==> config.mk <==
export PLATFORM = sky130hd
export DESIGN_NAME = iq_phase_detector
export DESIGN_NICKNAME = d
export VERILOG_FILES = /design/src/rtl/dds_pkg.sv /design/src/rtl/iq_phase_detector_cordic.sv /design/src/rtl/iq_phase_detector.sv
export SDC_FILE = /design/constraint.sdc
export NUM_CORES = 1
export LEC_CHECK = 0
export CORE_MARGIN = 4
export CORE_UTILIZATION = 65
export CTS_CLUSTER_SIZE = 40
export DETAILED_ROUTE_END_ITERATION = 16
export MAX_ROUTING_LAYER = met4
export PLACE_DENSITY = 0.84
export SETUP_SLACK_MARGIN = 0.5
export SLEW_MARGIN = 20
export SYNTH_ARGS = -nofsm -noshare
export SYNTH_HDL_FRONTEND = slang
export SYNTH_SLANG_ARGS = --single-unit
==> constraint.sdc <==
create_clock -name clk -period 10.4 [get_ports clk]
set_input_delay 3.12 -clock clk [delete_from_list [all_inputs] [get_ports clk]]
set_output_delay 3.12 -clock clk [all_outputs]
set_load 0.01 [all_outputs]
==> src/rtl/dds_pkg.sv <==
// rtl/dds_pkg.sv - shared phase constants, atan table and phase-detector state encoding
package dds_pkg;

  localparam int PHASE_FULL = 36000;
  localparam int PHASE_HALF = 18000;
  localparam int ATAN_LEN   = 12;

  typedef enum logic [1:0] {
    ST_IDLE = 2'd0,
    ST_ROT  = 2'd1,
    ST_FIN  = 2'd2
  } det_state_t;

  function automatic logic [12:0] atan_cdeg(input logic [3:0] k);
    case (k)
      4'd0:    atan_cdeg = 13'd4500;
      4'd1:    atan_cdeg = 13'd2657;
      4'd2:    atan_cdeg = 13'd1404;
      4'd3:    atan_cdeg = 13'd713;
      4'd4:    atan_cdeg = 13'd358;
      4'd5:    atan_cdeg = 13'd179;
      4'd6:    atan_cdeg = 13'd90;
      4'd7:    atan_cdeg = 13'd45;
      4'd8:    atan_cdeg = 13'd22;
      4'd9:    atan_cdeg = 13'd11;
      4'd10:   atan_cdeg = 13'd6;
      4'd11:   atan_cdeg = 13'd3;
      default: atan_cdeg = 13'd0;
    endcase
  endfunction

endpackage

==> src/rtl/iq_phase_detector_cordic.sv <==
// rtl/iq_phase_detector_cordic.sv - iterative vectoring CORDIC datapath (x/y/z, iteration counter, atan lookup)
module cordic_vectoring
  import dds_pkg::*;
#(
  parameter int ITER = 12
) (
  input  logic               clk,
  input  logic               rst,
  input  logic               load,
  input  logic               run,
  input  logic signed [7:0]  i_in,
  input  logic signed [7:0]  q_in,
  output logic        [9:0]  mag,
  output logic signed [16:0] z,
  output logic               last
);

  logic signed [10:0] x, y, xs, ys, i_ext, q_ext;
  logic signed [16:0] step;
  logic        [3:0]  iter_cnt;

  // Small negatives shift toward zero; a floored -1 would keep pumping x in the late iterations.
  function automatic logic signed [10:0] shr(input logic signed [10:0] v, input logic [3:0] k);
    shr = v[10] ? -((-v) >>> k) : (v >>> k);
  endfunction

  // x/y carry one fractional bit: samples enter doubled, mag is rounded back down.
  always_comb begin
    i_ext = {{2{i_in[7]}}, i_in, 1'b0};
    q_ext = {{2{q_in[7]}}, q_in, 1'b0};
    xs    = shr(x, iter_cnt);
    ys    = shr(y, iter_cnt);
    step  = $signed({4'b0000, atan_cdeg(iter_cnt)});
  end

  assign last = (iter_cnt == 4'(ITER - 1));
  assign mag  = 10'((x + 11'sd1) >>> 1);

  always_ff @(posedge clk or posedge rst) begin
    if (rst) begin
      x        <= '0;
      y        <= '0;
      z        <= '0;
      iter_cnt <= '0;
    end else if (load) begin
      iter_cnt <= '0;
      if (i_in[7]) begin
        x <= -i_ext;
        y <= -q_ext;
        z <= 17'(PHASE_HALF);
      end else begin
        x <= i_ext;
        y <= q_ext;
        z <= '0;
      end
    end else if (run) begin
      iter_cnt <= iter_cnt + 4'd1;
      if (!y[10]) begin
        x <= x + ys;
        y <= y - xs;
        z <= z + step;
      end else begin
        x <= x - ys;
        y <= y + xs;
        z <= z - step;
      end
    end
  end

endmodule

==> src/rtl/iq_phase_detector.sv <==
// rtl/iq_phase_detector.sv - I/Q sample to phase, magnitude and wrapped phase-step estimate
module iq_phase_detector
  import dds_pkg::*;
#(
  parameter int ITER = 12
) (
  input  logic               clk,
  input  logic               rst,
  input  logic               clr,
  input  logic               in_valid,
  output logic               in_ready,
  input  logic signed [7:0]  i_in,
  input  logic signed [7:0]  q_in,
  output logic               out_valid,
  output logic        [15:0] phase,
  output logic        [9:0]  mag,
  output logic signed [15:0] freq
);

  localparam logic signed [17:0] FULL18 = 18'(PHASE_FULL);
  localparam logic signed [17:0] HALF18 = 18'(PHASE_HALF);

  det_state_t         state, state_nx;
  logic               load, last, zero_smp, hist_valid;
  logic        [9:0]  c_mag;
  logic signed [16:0] c_z;
  logic        [15:0] prev, phase_nx;
  logic signed [17:0] diff, diff_w;

  assign in_ready = (state == ST_IDLE);
  assign load     = in_valid && in_ready;

  cordic_vectoring #(.ITER(ITER)) u_cordic (
    .clk  (clk),
    .rst  (rst),
    .load (load),
    .run  (state == ST_ROT),
    .i_in (i_in),
    .q_in (q_in),
    .mag  (c_mag),
    .z    (c_z),
    .last (last)
  );

  always_ff @(posedge clk or posedge rst) begin
    if (rst) state <= ST_IDLE;
    else     state <= state_nx;
  end

  always_comb begin
    state_nx = state;
    case (state)
      ST_IDLE: if (in_valid) state_nx = ST_ROT;
      ST_ROT:  if (last)     state_nx = ST_FIN;
      ST_FIN:                state_nx = ST_IDLE;
      default:               state_nx = ST_IDLE;
    endcase
  end

  // A zero vector leaves z summing the whole table, so its phase is forced to 0.
  always_comb begin
    if (zero_smp)    phase_nx = '0;
    else if (c_z[16]) phase_nx = 16'(c_z + 17'(PHASE_FULL));
    else             phase_nx = c_z[15:0];
    diff = $signed({2'b00, phase_nx}) - $signed({2'b00, prev});
    if (diff >= HALF18)      diff_w = diff - FULL18;
    else if (diff < -HALF18) diff_w = diff + FULL18;
    else                     diff_w = diff;
  end

  always_ff @(posedge clk or posedge rst) begin
    if (rst) begin
      out_valid  <= 1'b0;
      phase      <= '0;
      mag        <= '0;
      freq       <= '0;
      prev       <= '0;
      hist_valid <= 1'b0;
      zero_smp   <= 1'b0;
    end else begin
      out_valid <= (state == ST_FIN);
      if (load) zero_smp <= (i_in == '0) && (q_in == '0);
      if (clr)  hist_valid <= 1'b0;
      if (state == ST_FIN) begin
        phase <= phase_nx;
        mag   <= c_mag;
        freq  <= (hist_valid && !clr) ? 16'(diff_w) : '0;
        if (!clr) begin
          prev       <= phase_nx;
          hist_valid <= 1'b1;
        end
      end
    end
  end

endmodule
==> reports/qor.yml, run 1 <==
drt_drc_violations_left: 0
max_slew.worst_pin.slew_ps: 1103
postRouteWirelength_um: 34020
status: "finished, final reports clean"
layout-drive-gt1-share: 0.05545
clk-insertion-delay-late_ps: 370
cts-root-to-sink-buffers: 2
nets_finish: 1628
synthDominantCellAreaShare: 0.2310
min_period_ps: 6356
min-delay-path-class: "register to register"
final-hold-violation-count: 0
synthesis.nets: 1628
ys_seq_area_frac: 0.2310
synth-async-reset-ratio: 1.000
cts_setup_buffers: 0
synth-edff-count: 0
stdcell_count: 1758
cts_tree: "yes"
dr_total_vias: 11670
place.detailed.instances: 1743
worstPathMaxFanout: 9
antenna_cells: 0
worst-setup-path-type: "register to register"
gp_routability_congestion: 1.017
grt_pass1_wl_um: 55570
htree_num_levels: 3
post-dp-hpwl_um: 25290
fp.coreArea_um2: 17300
timing.final.setup_violations: 0
setup_repair_after_global_routing_missed_its_margin: "false"
setup_tns_ps: 0
grt_start_max_net_pins: 66
cts_resized: 0
critical_path.startpoint_type: "register"
route.detailed.vias_per_inst: 6.639
synthesis.instances: 1529
synthToLayoutAreaGrowth_pct: 8.521
chipWidth_um: 140.9
clock_tree.root_cell: "clkbuf_16"
wl_per_cell_um: 19.35
final_min_period_over_clock_period: 0.6111
drtIter0Drc: 1288
endpoint_kind: "register"
via_count_of_the_first_global_routing_pass: 10600
boundaryPins: 64
maxSlewViolCount: 0
worst_slew_margin_rel: 0.2649
worst_ep_arrival_time_ps: 6610
synth_largest_area_cell: "dfrtp_1"
detailedRoute.firstPassIterationCount: 6
grt_util_all_layers: 0.3498
buffer_ports.inserted: 63
max_capacitance_violation_count: 0
synthTopCellsByArea: "dfrtp_1, ha_1, nand2_1, o21ai_0, xnor2_1"
fp.dieArea_um2: 19860
start_util: 0.6639
postCtsHoldBufs: 0
numCtsBuffers: 9
synth.avg_cell_area_um2: 7.510
dominantRegCellSynth: "dfrtp_1"
grt-ovfl-total: 0
worst-endpoint-required_ps: 10660
fmax_mhz: 157.3
antenna_violating_nets_post_route: 0
initial_antenna_violation_count: 0
die_height_um: 140.9
cts.clk_slew.worst_paths_ps: 80
timing.clock.skew_ps: 10.48
clkSinkCount: 106
synth_commonest_cells: "nand2_1, nor2_1, o21ai_0"
num_rows: 48
fillCellCount: 1474
synth_most_common_cell: "nand2_1"
synthesis.area_um2: 11480
ys_ff_latch: 106
yosys_warnings: 0
synth_cell_type_count: 92
-- sequential cells by signal, summed over array words and instances, names as in the netlist --
register           cells
u_cordic.z            17
freq                  16
phase                 16
prev                  16
u_cordic.x            11
u_cordic.y            11
mag                   10
u_cordic.iter_cnt      4
state                  2
hist_valid             1
out_valid              1
zero_smp               1
-- cell usage in the layout, fill, tap and decap left out, types with 10 or more instances in the layout --
| cell type | n |
|---|---|
| a211oi_1 | 27 |
| a21o_1 | 21 |
| a21oi_1 | 107 |
| a31oi_1 | 17 |
| and2_1 | 14 |
| and3_1 | 17 |
| buf_4 | 19 |
| clkdlybuf4s50_1 | 63 |
| dfrtp_1 | 104 |
| ha_1 | 75 |
| inv_1 | 80 |
| mux2_2 | 11 |
| mux2i_1 | 21 |
| nand2_1 | 187 |
| nand2b_1 | 20 |
| nand3_1 | 54 |
| nor2_1 | 126 |
| nor2b_1 | 16 |
| nor3_1 | 34 |
| o211ai_1 | 11 |
| o21ai_0 | 126 |
| o22ai_1 | 15 |
| o31ai_1 | 26 |
| or2_2 | 11 |
| or3_1 | 14 |
| or4_1 | 10 |
| xnor2_1 | 67 |
| xor2_1 | 39 |
-- kinds of logic after synthesis --
| group | synth area share |
|---|---|
| AO/OA/AOI/OAI | 0.2736 |
| XOR/XNOR | 0.08085 |
| flip-flops | 0.2310 |
| buffers and inverters | 0.05949 |
| AND/OR/NAND/NOR | 0.2334 |
| multiplexers | 0.03301 |
| adder cells (fa/ha/maj) | 0.08869 |
-- worst max-delay path, cell delays in order (launching register included) --
cell	delay [ps]
dfrtp_1	470
inv_1	130
ha_1	220
or4b_4	560
or4_4	530
a21oi_1	160
a311oi_1	80
a2111oi_4	360
ha_1	330
mux2i_1	150
ha_1	190
or3b_2	480
nor2_1	250
nor2_1	80
mux2_2	290
ha_1	290
inv_1	60
o21bai_1	130
a21oi_1	120
o21bai_1	140
a21oi_1	100
o21ai_0	400
inv_1	140
xnor2_1	220
a221oi_2	90
a211o_1	300
-- worst paths after layout --
kind / start / endpoint / slack, ps / cells past startpoint
max: u_cordic.y[1]$_DFFE_PP0P_ / u_cordic.x[10]$_DFFE_PP0P_ / 4040 / 25
min: freq[1]$_DFFE_PP0P_ / freq[1]$_DFFE_PP0P_ / 480 / 2
max reg2reg: u_cordic.y[1]$_DFFE_PP0P_ / u_cordic.x[10]$_DFFE_PP0P_ / 4040 / 25
min reg2reg: freq[1]$_DFFE_PP0P_ / freq[1]$_DFFE_PP0P_ / 480 / 2
max in group asynchronous: rst / u_cordic.iter_cnt[1]$_DFFE_PP0P_ / 5980 / 3
min in group asynchronous: rst / phase[15]$_DFFE_PP0P_ / 3130 / 2
-- layer usage --
metal  global-route usage  wire length, um  vias up
met1               0.5075            15420     5500
met5                    -                0        -
met4              0.07598              682        0
met3              0.06716             3236       62
met2               0.5098            14680      567
li1                     -                -     5543
-- stage by stage --
stage / instance area [um^2] / hold slack, ps / setup WS, ps / util
finish: 12460 / 478.8 / 4044 / 0.7205
global route: 12460 / 504.3 / 3510 / 0.7205
CTS: 12460 / 483.6 / 4052 / 0.7204
detailed placement: 12170 / 463.9 / 4084 / 0.7038
global placement: 12170 / 457.0 / 4265 / 0.7038
floorplan: 11480 / 449.8 / 4491 / -
-- final cells by class --
type                       count  area (um^2)  share of cell area
clock buffer                   9        225.2             0.01807
clock inverter                 6        62.56            0.005020
inverter                      82        310.3             0.02490
multi-input combinational   1248         8154              0.6543
sequential                   106         2655              0.2131
tap                          225        281.5             0.02259
timing repair buffer          82        773.2             0.06205
Power of run 1 is left out: the tool's default activity adds up to more than one toggle a clock period on the data nets, which glitch-free logic cannot reach.
==> inputs of run 2 (changes only) <==
- CORE_UTILIZATION: 65 -> 62
- PLACE_DENSITY: 0.84 -> 0.8
- clock period: 10.4 -> 6.55 ns (I/O delays scaled with it)
==> run 2 against run 1 <==
Sequential cell count unchanged. Sequential share of layout area down 0.52 points. Cell area grew 2.7%. Register-to-register slack lost 3300 ps. Cell count increased by 1.9%. First-iteration DRC count fell by 2.2%.
==> reports/qor.yml, run 2 (synthesis gave the netlist of run 1 again) <==
status: "finished, final reports clean"
fp.coreArea_um2: 18090
via_count_of_the_first_global_routing_pass: 10680
numCtsBuffers: 9
endpoint_kind: "register"
num_rows: 49
max_slew.worst_pin.slew_ps: 1188
dr_total_vias: 11780
fmax_mhz: 172.8
worst_slew_margin_rel: 0.2051
drtIter0Drc: 1260
min_period_ps: 5786
buffer_ports.inserted: 63
fillCellCount: 1530
worstPathMaxFanout: 7
final_min_period_over_clock_period: 0.8833
htree_num_levels: 3
place.detailed.instances: 1769
antenna_violating_nets_post_route: 0
grt_start_max_net_pins: 73
postRouteWirelength_um: 34660
wl_per_cell_um: 19.35
worst_ep_arrival_time_ps: 6040
max_capacitance_violation_count: 0
timing.final.setup_violations: 0
largest_register: "u_cordic.z"
setup_tns_ps: 0
clkSinkCount: 106
cts.clk_slew.worst_paths_ps: 90
stdcell_count: 1791
grt_util_all_layers: 0.3414
synthToLayoutAreaGrowth_pct: 11.46
timing.clock.skew_ps: 13.34
setup_repair_after_global_routing_missed_its_margin: "false"
layout-drive-gt1-share: 0.08584
clock_tree.root_cell: "clkbuf_16"
critical_path.startpoint_type: "register"
chipWidth_um: 144.1
max_reg_flops: 17
cts-root-to-sink-buffers: 2
grt-ovfl-total: 0
clk-insertion-delay-late_ps: 370
worst-setup-path-type: "register to register"
cts_tree: "yes"
grt_pass1_wl_um: 55540
min-delay-path-class: "register to register"
drt_drc_violations_left: 0
die_height_um: 144.1
post-dp-hpwl_um: 26050
start_util: 0.6349
maxSlewViolCount: 0
initial_antenna_violation_count: 0
gp_routability_congestion: 1.036
final-hold-violation-count: 0
most_common_library_cell_in_the_layout_ignoring_fill_and_taps: "nand2_1"
worst-endpoint-required_ps: 6800
route.detailed.vias_per_inst: 6.577
nets_finish: 1655
postCtsHoldBufs: 0
detailedRoute.firstPassIterationCount: 6
layout_common_cells: "nand2_1, nor2_1, o21ai_0"
fp.dieArea_um2: 20760
boundaryPins: 64
run 2: changes by cell type in the layout (fill, tap and decap cells not counted), moves of 3 or more:
cell and delta:
clkinv_4 -3, buf_4 +26, inv_2 +3, dfrtp_2 +4, dfrtp_1 -4, inv_1 -4
run 2: routing by layer:
layer | global-route usage | wire (um) | vias to the layer above | part of all wire
li1 | - | - | 5595 | -
met1 | 0.4892 | 15710 | 5472 | 0.45
met2 | 0.4904 | 14660 | 632 | 0.42
met3 | 0.07143 | 3543 | 81 | 0.10
met4 | 0.08969 | 743 | 0 | 0.021
met5 | - | 0 | - | 0
run 2: critical path, cell delays in order, from the launching register on:
cell and delay, ps:
dfrtp_2 460, inv_2 110, ha_4 160, or4b_4 500, or4_4 520, a21oi_1 170
a311oi_1 90, a2111oi_4 310, ha_1 310, mux2i_1 170, ha_2 210, or3b_2 490
nor2_2 120, nor2_1 60, mux2_2 290, ha_1 300, inv_1 60, o21bai_1 130
a21oi_1 100, o21bai_1 170, a21oi_2 100, o21ai_2 200, inv_2 80, xnor2_2 180
a221oi_2 90, a211o_1 300
run 2: metrics by stage:
step	instance area, um^2	hold WS (ps)	worst slack, ps	utilization
finish	12800	477.4	764.1	0.7077
global route	12800	502.4	495.3	0.7076
CTS	12680	483.4	506.5	0.7012
detailed placement	12340	463.3	375.8	0.6825
global placement	12340	456.2	545.4	0.6825
floorplan	11480	449.8	760.1	-
run 2: path summary, 6_finish.rpt:
path                       cells after the start                         end                 startpoint  slack (ps)
min in group asynchronous                      2       phase[11]$_DFFE_PP0P_                        rst        2150
min                                            2       phase[13]$_DFFE_PP0P_      phase[13]$_DFFE_PP0P_         480
min reg2reg                                    2       phase[13]$_DFFE_PP0P_      phase[13]$_DFFE_PP0P_         480
max                                           25  u_cordic.x[10]$_DFFE_PP0P_  u_cordic.y[1]$_DFFE_PP0P_         760
max reg2reg                                   25  u_cordic.x[10]$_DFFE_PP0P_  u_cordic.y[1]$_DFFE_PP0P_         760
max in group asynchronous                      3   u_cordic.x[4]$_DFFE_PP0P_                        rst        3400
run 2: cell type report:
class | instances | area, um^2 | share of cell area
Antenna cell | 1 | 2.502 | 0.0001955
Tap cell | 229 | 286.5 | 0.02239
Clock buffer | 9 | 225.2 | 0.01760
Timing Repair Buffer | 108 | 968.4 | 0.07566
Multi-Input combinational cell | 1249 | 8240 | 0.6438
Sequential cell | 106 | 2660 | 0.2078
Clock inverter | 7 | 102.6 | 0.008016
Inverter | 82 | 314.1 | 0.02454
run 2: what timing repair did:
item / 4_1_cts / 5_1_grt
setup buffers: 1 / 3
cloned: 0 / 1
pin swaps: 2 / 3
gates resized for setup: 2 / 23
setup endpoints to repair: 1 / 6
Power of run 2 is left out for the same reason.
